==> config.mk <==
export PLATFORM = sky130hd
export DESIGN_NAME = mips_regfile_mp
export DESIGN_NICKNAME = d
export VERILOG_FILES = /design/src/rtl/mips_pkg.sv /design/src/rtl/regfile_scoreboard.sv /design/src/rtl/mips_regfile_mp.sv
export SDC_FILE = /design/constraint.sdc
export NUM_CORES = 2
export LEC_CHECK = 0
export CAP_MARGIN = 20
export CORE_MARGIN = 4
export CORE_UTILIZATION = 50
export DETAILED_ROUTE_END_ITERATION = 10
export GPL_ROUTABILITY_DRIVEN = 1
export PLACE_DENSITY = 0.64
export SYNTH_ARGS = -nofsm -noshare
export SYNTH_HDL_FRONTEND = slang
export SYNTH_HIERARCHICAL = 1
export SYNTH_SLANG_ARGS = --single-unit
==> constraint.sdc <==
create_clock -name clock_in -period 39.3 [get_ports clock_in]
set_clock_uncertainty 0.2 [all_clocks]
set_input_delay 7.86 -clock clock_in [delete_from_list [all_inputs] [get_ports clock_in]]
set_output_delay 7.86 -clock clock_in [all_outputs]
set_load 0.02 [all_outputs]
==> src/rtl/mips_pkg.sv <==
// Shared MIPS core definitions: register address width, data width default and $0 index.
// Used by the register file, decode, hazard unit and writeback.
package mips_pkg;

  localparam int unsigned REG_ADDR_W = 5;
  localparam int unsigned REG_DATA_W = 32;

  typedef logic [REG_ADDR_W-1:0] reg_addr_t;

  localparam reg_addr_t REG_ZERO = 5'd0;

endpackage

==> src/rtl/regfile_scoreboard.sv <==
// Busy scoreboard for long-latency producers: one busy flop per register,
// set on reserve, cleared by any write; REGFILE_BYPASS_EN masks same-cycle writes.
module regfile_scoreboard
  import mips_pkg::*;
#(
  parameter int unsigned NREGS = 32,
  parameter int unsigned NRD   = 2,
  parameter int unsigned NWR   = 2,
  localparam int unsigned ADDR_W = $clog2(NREGS)
) (
  input  logic                  clock_in,
  input  logic                  reset_in,
  input  logic [NWR-1:0]        wr_en,
  input  logic [NWR*ADDR_W-1:0] wr_addr,
  input  logic [NRD*ADDR_W-1:0] rd_addr,
  input  logic                  rsv_en,
  input  logic [ADDR_W-1:0]     rsv_addr,
  output logic [NRD-1:0]        rd_busy,
  output logic                  busy_any
);

  logic [NREGS-1:0] busy;

  // Reserve is applied after the clears so a same-edge reserve keeps the register busy.
  always_ff @(posedge clock_in or posedge reset_in) begin
    if (reset_in) begin
      busy <= '0;
    end else begin
      for (int unsigned k = 0; k < NWR; k++) begin
        if (wr_en[k]) busy[wr_addr[k*ADDR_W +: ADDR_W]] <= 1'b0;
      end
      if (rsv_en && rsv_addr != '0) busy[rsv_addr] <= 1'b1;
    end
  end

  always_comb begin
    rd_busy = '0;
    for (int unsigned j = 0; j < NRD; j++) begin
      rd_busy[j] = busy[rd_addr[j*ADDR_W +: ADDR_W]];
`ifdef REGFILE_BYPASS_EN
      for (int unsigned k = 0; k < NWR; k++) begin
        if (wr_en[k] && wr_addr[k*ADDR_W +: ADDR_W] == rd_addr[j*ADDR_W +: ADDR_W])
          rd_busy[j] = 1'b0;
      end
`endif
    end
  end

  assign busy_any = |busy;

endmodule

==> src/rtl/mips_regfile_mp.sv <==
// Multi-port MIPS register file with hardwired $0, prioritised write ports and busy scoreboard.
// Define REGFILE_BYPASS_EN for same-cycle write-to-read forwarding.
module mips_regfile_mp
  import mips_pkg::*;
#(
  parameter int unsigned DATA_W = REG_DATA_W,
  parameter int unsigned NREGS  = 32,
  parameter int unsigned NRD    = 2,
  parameter int unsigned NWR    = 2,
  localparam int unsigned ADDR_W = $clog2(NREGS)
) (
  input  logic                  clock_in,
  input  logic                  reset_in,
  input  logic [NWR-1:0]        wr_en,
  input  logic [NWR*ADDR_W-1:0] wr_addr,
  input  logic [NWR*DATA_W-1:0] wr_data,
  input  logic [NRD*ADDR_W-1:0] rd_addr,
  output logic [NRD*DATA_W-1:0] rd_data,
  output logic [NRD-1:0]        rd_busy,
  input  logic                  rsv_en,
  input  logic [ADDR_W-1:0]     rsv_addr,
  output logic                  busy_any
);

  logic [DATA_W-1:0] regs [NREGS];

  // Ports are visited in ascending order so the highest-index port wins a collision.
  always_ff @(posedge clock_in or posedge reset_in) begin
    if (reset_in) begin
      for (int unsigned r = 0; r < NREGS; r++) regs[r] <= '0;
    end else begin
      for (int unsigned k = 0; k < NWR; k++) begin
        if (wr_en[k] && wr_addr[k*ADDR_W +: ADDR_W] != '0)
          regs[wr_addr[k*ADDR_W +: ADDR_W]] <= wr_data[k*DATA_W +: DATA_W];
      end
    end
  end

  always_comb begin
    rd_data = '0;
    for (int unsigned j = 0; j < NRD; j++) begin
      rd_data[j*DATA_W +: DATA_W] = regs[rd_addr[j*ADDR_W +: ADDR_W]];
`ifdef REGFILE_BYPASS_EN
      // Forwarding is suppressed during reset so reads stay zero while reset_in is high.
      for (int unsigned k = 0; k < NWR; k++) begin
        if (!reset_in && wr_en[k] && rd_addr[j*ADDR_W +: ADDR_W] != '0 &&
            wr_addr[k*ADDR_W +: ADDR_W] == rd_addr[j*ADDR_W +: ADDR_W])
          rd_data[j*DATA_W +: DATA_W] = wr_data[k*DATA_W +: DATA_W];
      end
`endif
    end
  end

  regfile_scoreboard #(
    .NREGS (NREGS),
    .NRD   (NRD),
    .NWR   (NWR)
  ) u_scoreboard (
    .clock_in (clock_in),
    .reset_in (reset_in),
    .wr_en    (wr_en),
    .wr_addr  (wr_addr),
    .rd_addr  (rd_addr),
    .rsv_en   (rsv_en),
    .rsv_addr (rsv_addr),
    .rd_busy  (rd_busy),
    .busy_any (busy_any)
  );

endmodule

Word-level counts from Yosys, hierarchy flattened
Cells that the tools add are included.

Add/subtract/negate cells: 0. Multipliers: 0. Divide/modulo/power cells: 0. Magnitude comparators: 14. Equality and inequality tests: 0. Shift-type cells: 0. Mux-type cells: 27. Bitwise gates (word level): 9. Reduce and logical (&&, ||, !) cells: 12.

Operators with widths (count): $bwmux W1024 (2); $mux W1024 (2); $bmux W32 S5 (2); $demux W32 S5 (2); $mux W32 (9); $and A32 B32 Y32 (2); $not A32 Y32 (2); $or A32 B32 Y32 (1); $reduce_or A32 Y1 (1); $lt A5 B6 Y1 const B (5); $ge A6 B6 Y1 const B (4); $not A5 Y6 (4); $demux W1 S5 (3); $ge A5 B1 Y1 const B (3); $reduce_bool A5 Y1 (3); $lt A6 B1 Y1 const B (2); $bmux W1 S5 (2); $logic_and A1 B1 Y1 (8); $mux W1 (5).

Register bits after elaboration: 1056. Bits in latches: 0. Bits in writable memories: 0. Memory bits (read-only): 0. Output and inout port bits: 67. Logic and storage cells: 95. Memories kept: 0.

Logic depth before layout (Yosys ltp)
Depth in word-level cells: 11. Gate-level depth with buffers: 8. Gate-level depth less buffers: 5.

Modules after synthesis
Netlist, hierarchy kept.

Modules (own cells, without submodules): mips_regfile_mp (times used 1, cells an instance 6957, area an instance 64991.1 µm², seq. area each 25624.6 µm²); regfile_scoreboard (times used 1, cells an instance 251, area an instance 2366.0 µm², seq. area each 800.8 µm²).

Worst setup path before layout
No wires, ideal clock.

Kind: input-to-output. Start point: in rd_addr[1]. End point: out rd_data[10]. Arrival time: 9.193 ns. Setup slack: 22.047 ns. Cell stages on the path: 8. Path buffers: 4. Path through: buf_2 > buf_2 > buf_2 > buf_2 > mux2i_1 > nand2_1 > a31oi_1 > nand3_1.

Word-level cells in the longest chain between the ends: 4.

Ends and longest elaborated chain: start, declared (RTL line mips_regfile_mp.sv:17) `input logic [NRD*ADDR_W-1:0] rd_addr,`; $not A5 Y6 (implied by the code) (RTL line mips_regfile_mp.sv:42) `rd_data[j*DATA_W +: DATA_W] = regs[rd_addr[j*ADDR_W +: ADDR_W]];`; $bmux W32 S5 (RTL line mips_regfile_mp.sv:42); $mux W32 (implied by the code) (2 in series) (RTL line mips_regfile_mp.sv:42); end, declared (RTL line mips_regfile_mp.sv:18) `output logic [NRD*DATA_W-1:0] rd_data,`.

Every way passes these cells. The select of a mux whose other input is x is not followed.

Final worst setup path
Start point: in rd_addr[6]. End point: out rd_data[48].

Same word-level chain as after synthesis.

==> impl_metrics.csv <==
group,metric,value,unit
worst_hold_path,min_from,"regs[1006]",
synthesis,synthesis.instances,7208,
synthesis,synth_ff_type,"dfrtp_1",
critical_path,r2r_start,"regs[884]",
synthesis,synth_area_leaders,"dfrtp_1, mux2i_1, a21oi_1",
timing,hold_viol_final,0,
clock_tree,cts_buffer_depth,3,
route,routed_via_density,6.56,
route,drt_pass1_iterations,6,
timing,max_freq,0.0479,GHz
synthesis,ys_ff_latch,1056,
global_routing,antenna_found_initial,7,
final_layout,finalInstanceArea,0.0736,mm2
timing,worst-slew-pin-transition,1.23,ns
timing,slew_headroom,18.2,%
global_routing,grt_pass1_vias,55400,
route,first_iter_violations,7993,
route,ant_nets,0,
synthesis,syn_avg_cell_area,9.34,um2
synthesis,yosysWarnings,6,
final_layout,drive_above_1_share,6.34,%
power_and_ir_drop,p_leak,35.3,nW
clock_tree,cts-buffers-inserted,118,
critical_path,r2r_cells,3,
global_routing,track_usage,35.5,%
timing,min_period_over_period,53.1,%
route,wirelength,258,mm
route,wl_per_cell,29.5,um
critical_path,end_kind,"output port",
critical_path,worstReg2RegEnd,"regs[884]",
critical_path,cp_cell_sequence,"buf_8 > buf_4 > buf_4 > buf_4 > mux2i_1 > a22o_1 > nor3_1 > a31oi_1 > nand3_1 > clkdlybuf4s50_1",
clock_tree,cts-htree-levels,3,
job,cap_viol_max_count,0,
clock_tree,cts_tree,"done",
floorplan,start_util,50.4,%
power_and_ir_drop,peakVddDrop,0.0394,mV
timing,drv_slew,0,
timing,fin_setup_tns,0,ns
clock_tree,clk_pin_slew,0.06,ns
final_layout,nets,6963,
timing,finalCriticalPeriod,20.86,ns
place,post_dp_cell_area,0.0694,mm2
synthesis,syn_nets,7302,
clock_tree,cts-root-buf,"clkbuf_16",
worst_hold_path,hp-class,"flop to flop",
clock_tree,cts_setup_buffers,0,
route,vias,57300,
floorplan,fp.dieH,375,um
floorplan,core-area,0.134,mm2
worst_hold_path,holdPathEnd,"regs[1006]",
power_and_ir_drop,power_density,49.1,mW/mm2
clock_tree,cts.sinks,1056,
synthesis,synth_edf_count,0,
synthesis,synth-async-reset-ratio,100,%
critical_path,worstPathMaxFanout,74,
floorplan,floorplan.die.width,375,um
place,hpwl,132,mm
final_layout,area_delta_synth_final,9.31,%
critical_path,path_common_cell,"buf_4",
critical_path,crit_required,31.24,ns
place,port_buffers,160,
synthesis,netlist_area,0.0674,mm2
floorplan,fp-row-count,134,
critical_path,worstSetupStartpointType,"primary input",
timing,grt_setup_unrepaired,"no",
critical_path,max_stage_delay,0.98,ns
timing,setup_violations,0,
global_routing,grt_start_max_net_pins,176,
synthesis,synth.distinct_cells,55,
clock_tree,insertion_delay,0.74,ns
critical_path,arrival,12.80,ns
route,post-route-drc-count,0,
outcome,outcome,"completed",
critical_path,r2r_slack,38.10,ns
global_routing,grt-ovfl-total,0,
worst_hold_path,whs_path_depth,0,
synthesis,synth_top_area_cell,"dfrtp_1",
place,gp_congestion,0.875,
clock_tree,hold_buffers,0,
clock_tree,ctsResizeCount,0,
global_routing,grt_pass1_wl,375,mm
critical_path,cp_slowest_cell,"buf_4",
synthesis,synth.top_cell.area_share,39.2,%
synthesis,seq_area_frac_synth,39.2,%
floorplan,dieArea,0.141,mm2
floorplan,num_io_pins,161,
critical_path,crit_type,"primary input to output port",
[power by group]
part / total, mW / switching (mW) / internal [mW]
clock: 1.13 / 0.486 / 0.645
combinational: 0.874 / 0.460 / 0.414
sequential: 1.61 / 0.238 / 1.37
[sequential cells by signal, indices dropped and copies added (netlist names)]
signal,cells
regs,1024
u_scoreboard/busy,32
[per-layer routing]
layer / track usage [%] / share of wire [%] / up-vias
met5: 0 / 0 / -
met4: 17.1 / 5.3 / 0
met3: 7.57 / 11 / 740
met2: 53.9 / 43 / 3442
met1: 48.3 / 41 / 28100
li1: - / - / 25000
[cell families (layout without fill, tap and decap cells)]
kind of cell | after synthesis | in the layout | synth area share (%)
AOI/OAI and AO/OA | 1653 | 1653 | 14.2
buffers and inverters | 792 | 544 | 5.76
DFF | 1056 | 1056 | 39.2
muxes | 2044 | 2044 | 30.4
other | 0 | 5 | 0
and+or+nand+nor | 1663 | 1663 | 10.5
[worst max path at each step]
stage | startpoint | end | depth (start not counted) | slack [ns]
final | rd_addr[6] | rd_data[48] | 10 | 18.44
after CTS | rd_addr[6] | rd_data[48] | 10 | 18.62
after global routing | rd_addr[6] | rd_data[43] | 10 | 18.41
after floorplan | reset_in | regs[0] | 1 | 2.42
after detailed placement | rd_addr[6] | rd_data[48] | 10 | 18.59
after global placement | rd_addr[6] | rd_data[48] | 10 | 18.64
[critical path, delay by kind of cell]
kind	cells	cell delay [ns]
AOI/OAI and AO/OA	2	0.37
buffers and inverters	5	3.81
muxes	1	0.18
and+or+nand+nor	2	0.35
[synthesized netlist by cell type, types with 5 or more instances]
| library cell | count |
|---|---|
| a21oi_1 | 711 |
| a22o_1 | 149 |
| a22oi_1 | 233 |
| a31oi_1 | 64 |
| and2_1 | 8 |
| and3_1 | 12 |
| and3b_1 | 8 |
| buf_1 | 24 |
| buf_12 | 5 |
| buf_2 | 206 |
| buf_4 | 90 |
| buf_6 | 30 |
| clkbuf_1 | 430 |
| dfrtp_1 | 1056 |
| mux2i_1 | 2043 |
| nand2_1 | 737 |
| nand2b_1 | 11 |
| nand3_1 | 201 |
| nor2_1 | 530 |
| nor2_2 | 9 |
| nor2_4 | 11 |
| nor2b_1 | 16 |
| nor3_1 | 70 |
| nor3b_1 | 7 |
| nor4_1 | 9 |
| o21ai_0 | 291 |
| o21ai_1 | 195 |
[cell usage in the layout, fill, tap and decap left out, types with 5 or more instances in the layout]
cell	n
nor2_4	23
clkdlybuf4s50_1	158
buf_16	26
clkbuf_1	33
buf_4	119
nor2b_1	12
nand2_4	28
bufinv_16	6
clkinv_2	21
nor2_1	527
and2_1	6
nor3b_1	7
a22oi_1	233
nand2_2	5
mux2i_1	2043
dfrtp_1	1056
and3b_1	8
a22o_1	149
clkbuf_8	24
a31oi_1	64
nor3_1	70
clkbuf_16	125
nor4_1	9
diode_2	5
a21oi_1	711
nand2_1	708
nand3_1	198
buf_12	11
buf_8	12
o21ai_1	195
and3_1	8
nand2b_1	7
o21ai_0	291
[metrics by stage]
stage	hold WS, ns	std cells	total power, mW	setup WS, ns	util [%]
final	0.207	8733	3.61	18.44	55.1
after CTS	0.202	8711	3.59	18.62	54.8
after floorplan	0.249	7208	2.21	2.42	-
after global routing	0.211	8730	3.79	18.41	55.1
after global placement	0.184	8476	2.42	18.64	51.5
after detailed placement	0.188	8500	2.47	18.59	51.9
[final cells by class]
type                       instances  area [um2]
timing repair buffer             330        3690
multi-input combinational       5360       37400
antenna                            5        12.5
sequential                      1056       26400
tap                             1768        2210
inverter                           3        18.8
fill                           11800       60000
clock buffer                     178        3480
clock inverter                    33         347
Note: power is estimated with default switching activity, not from simulation.
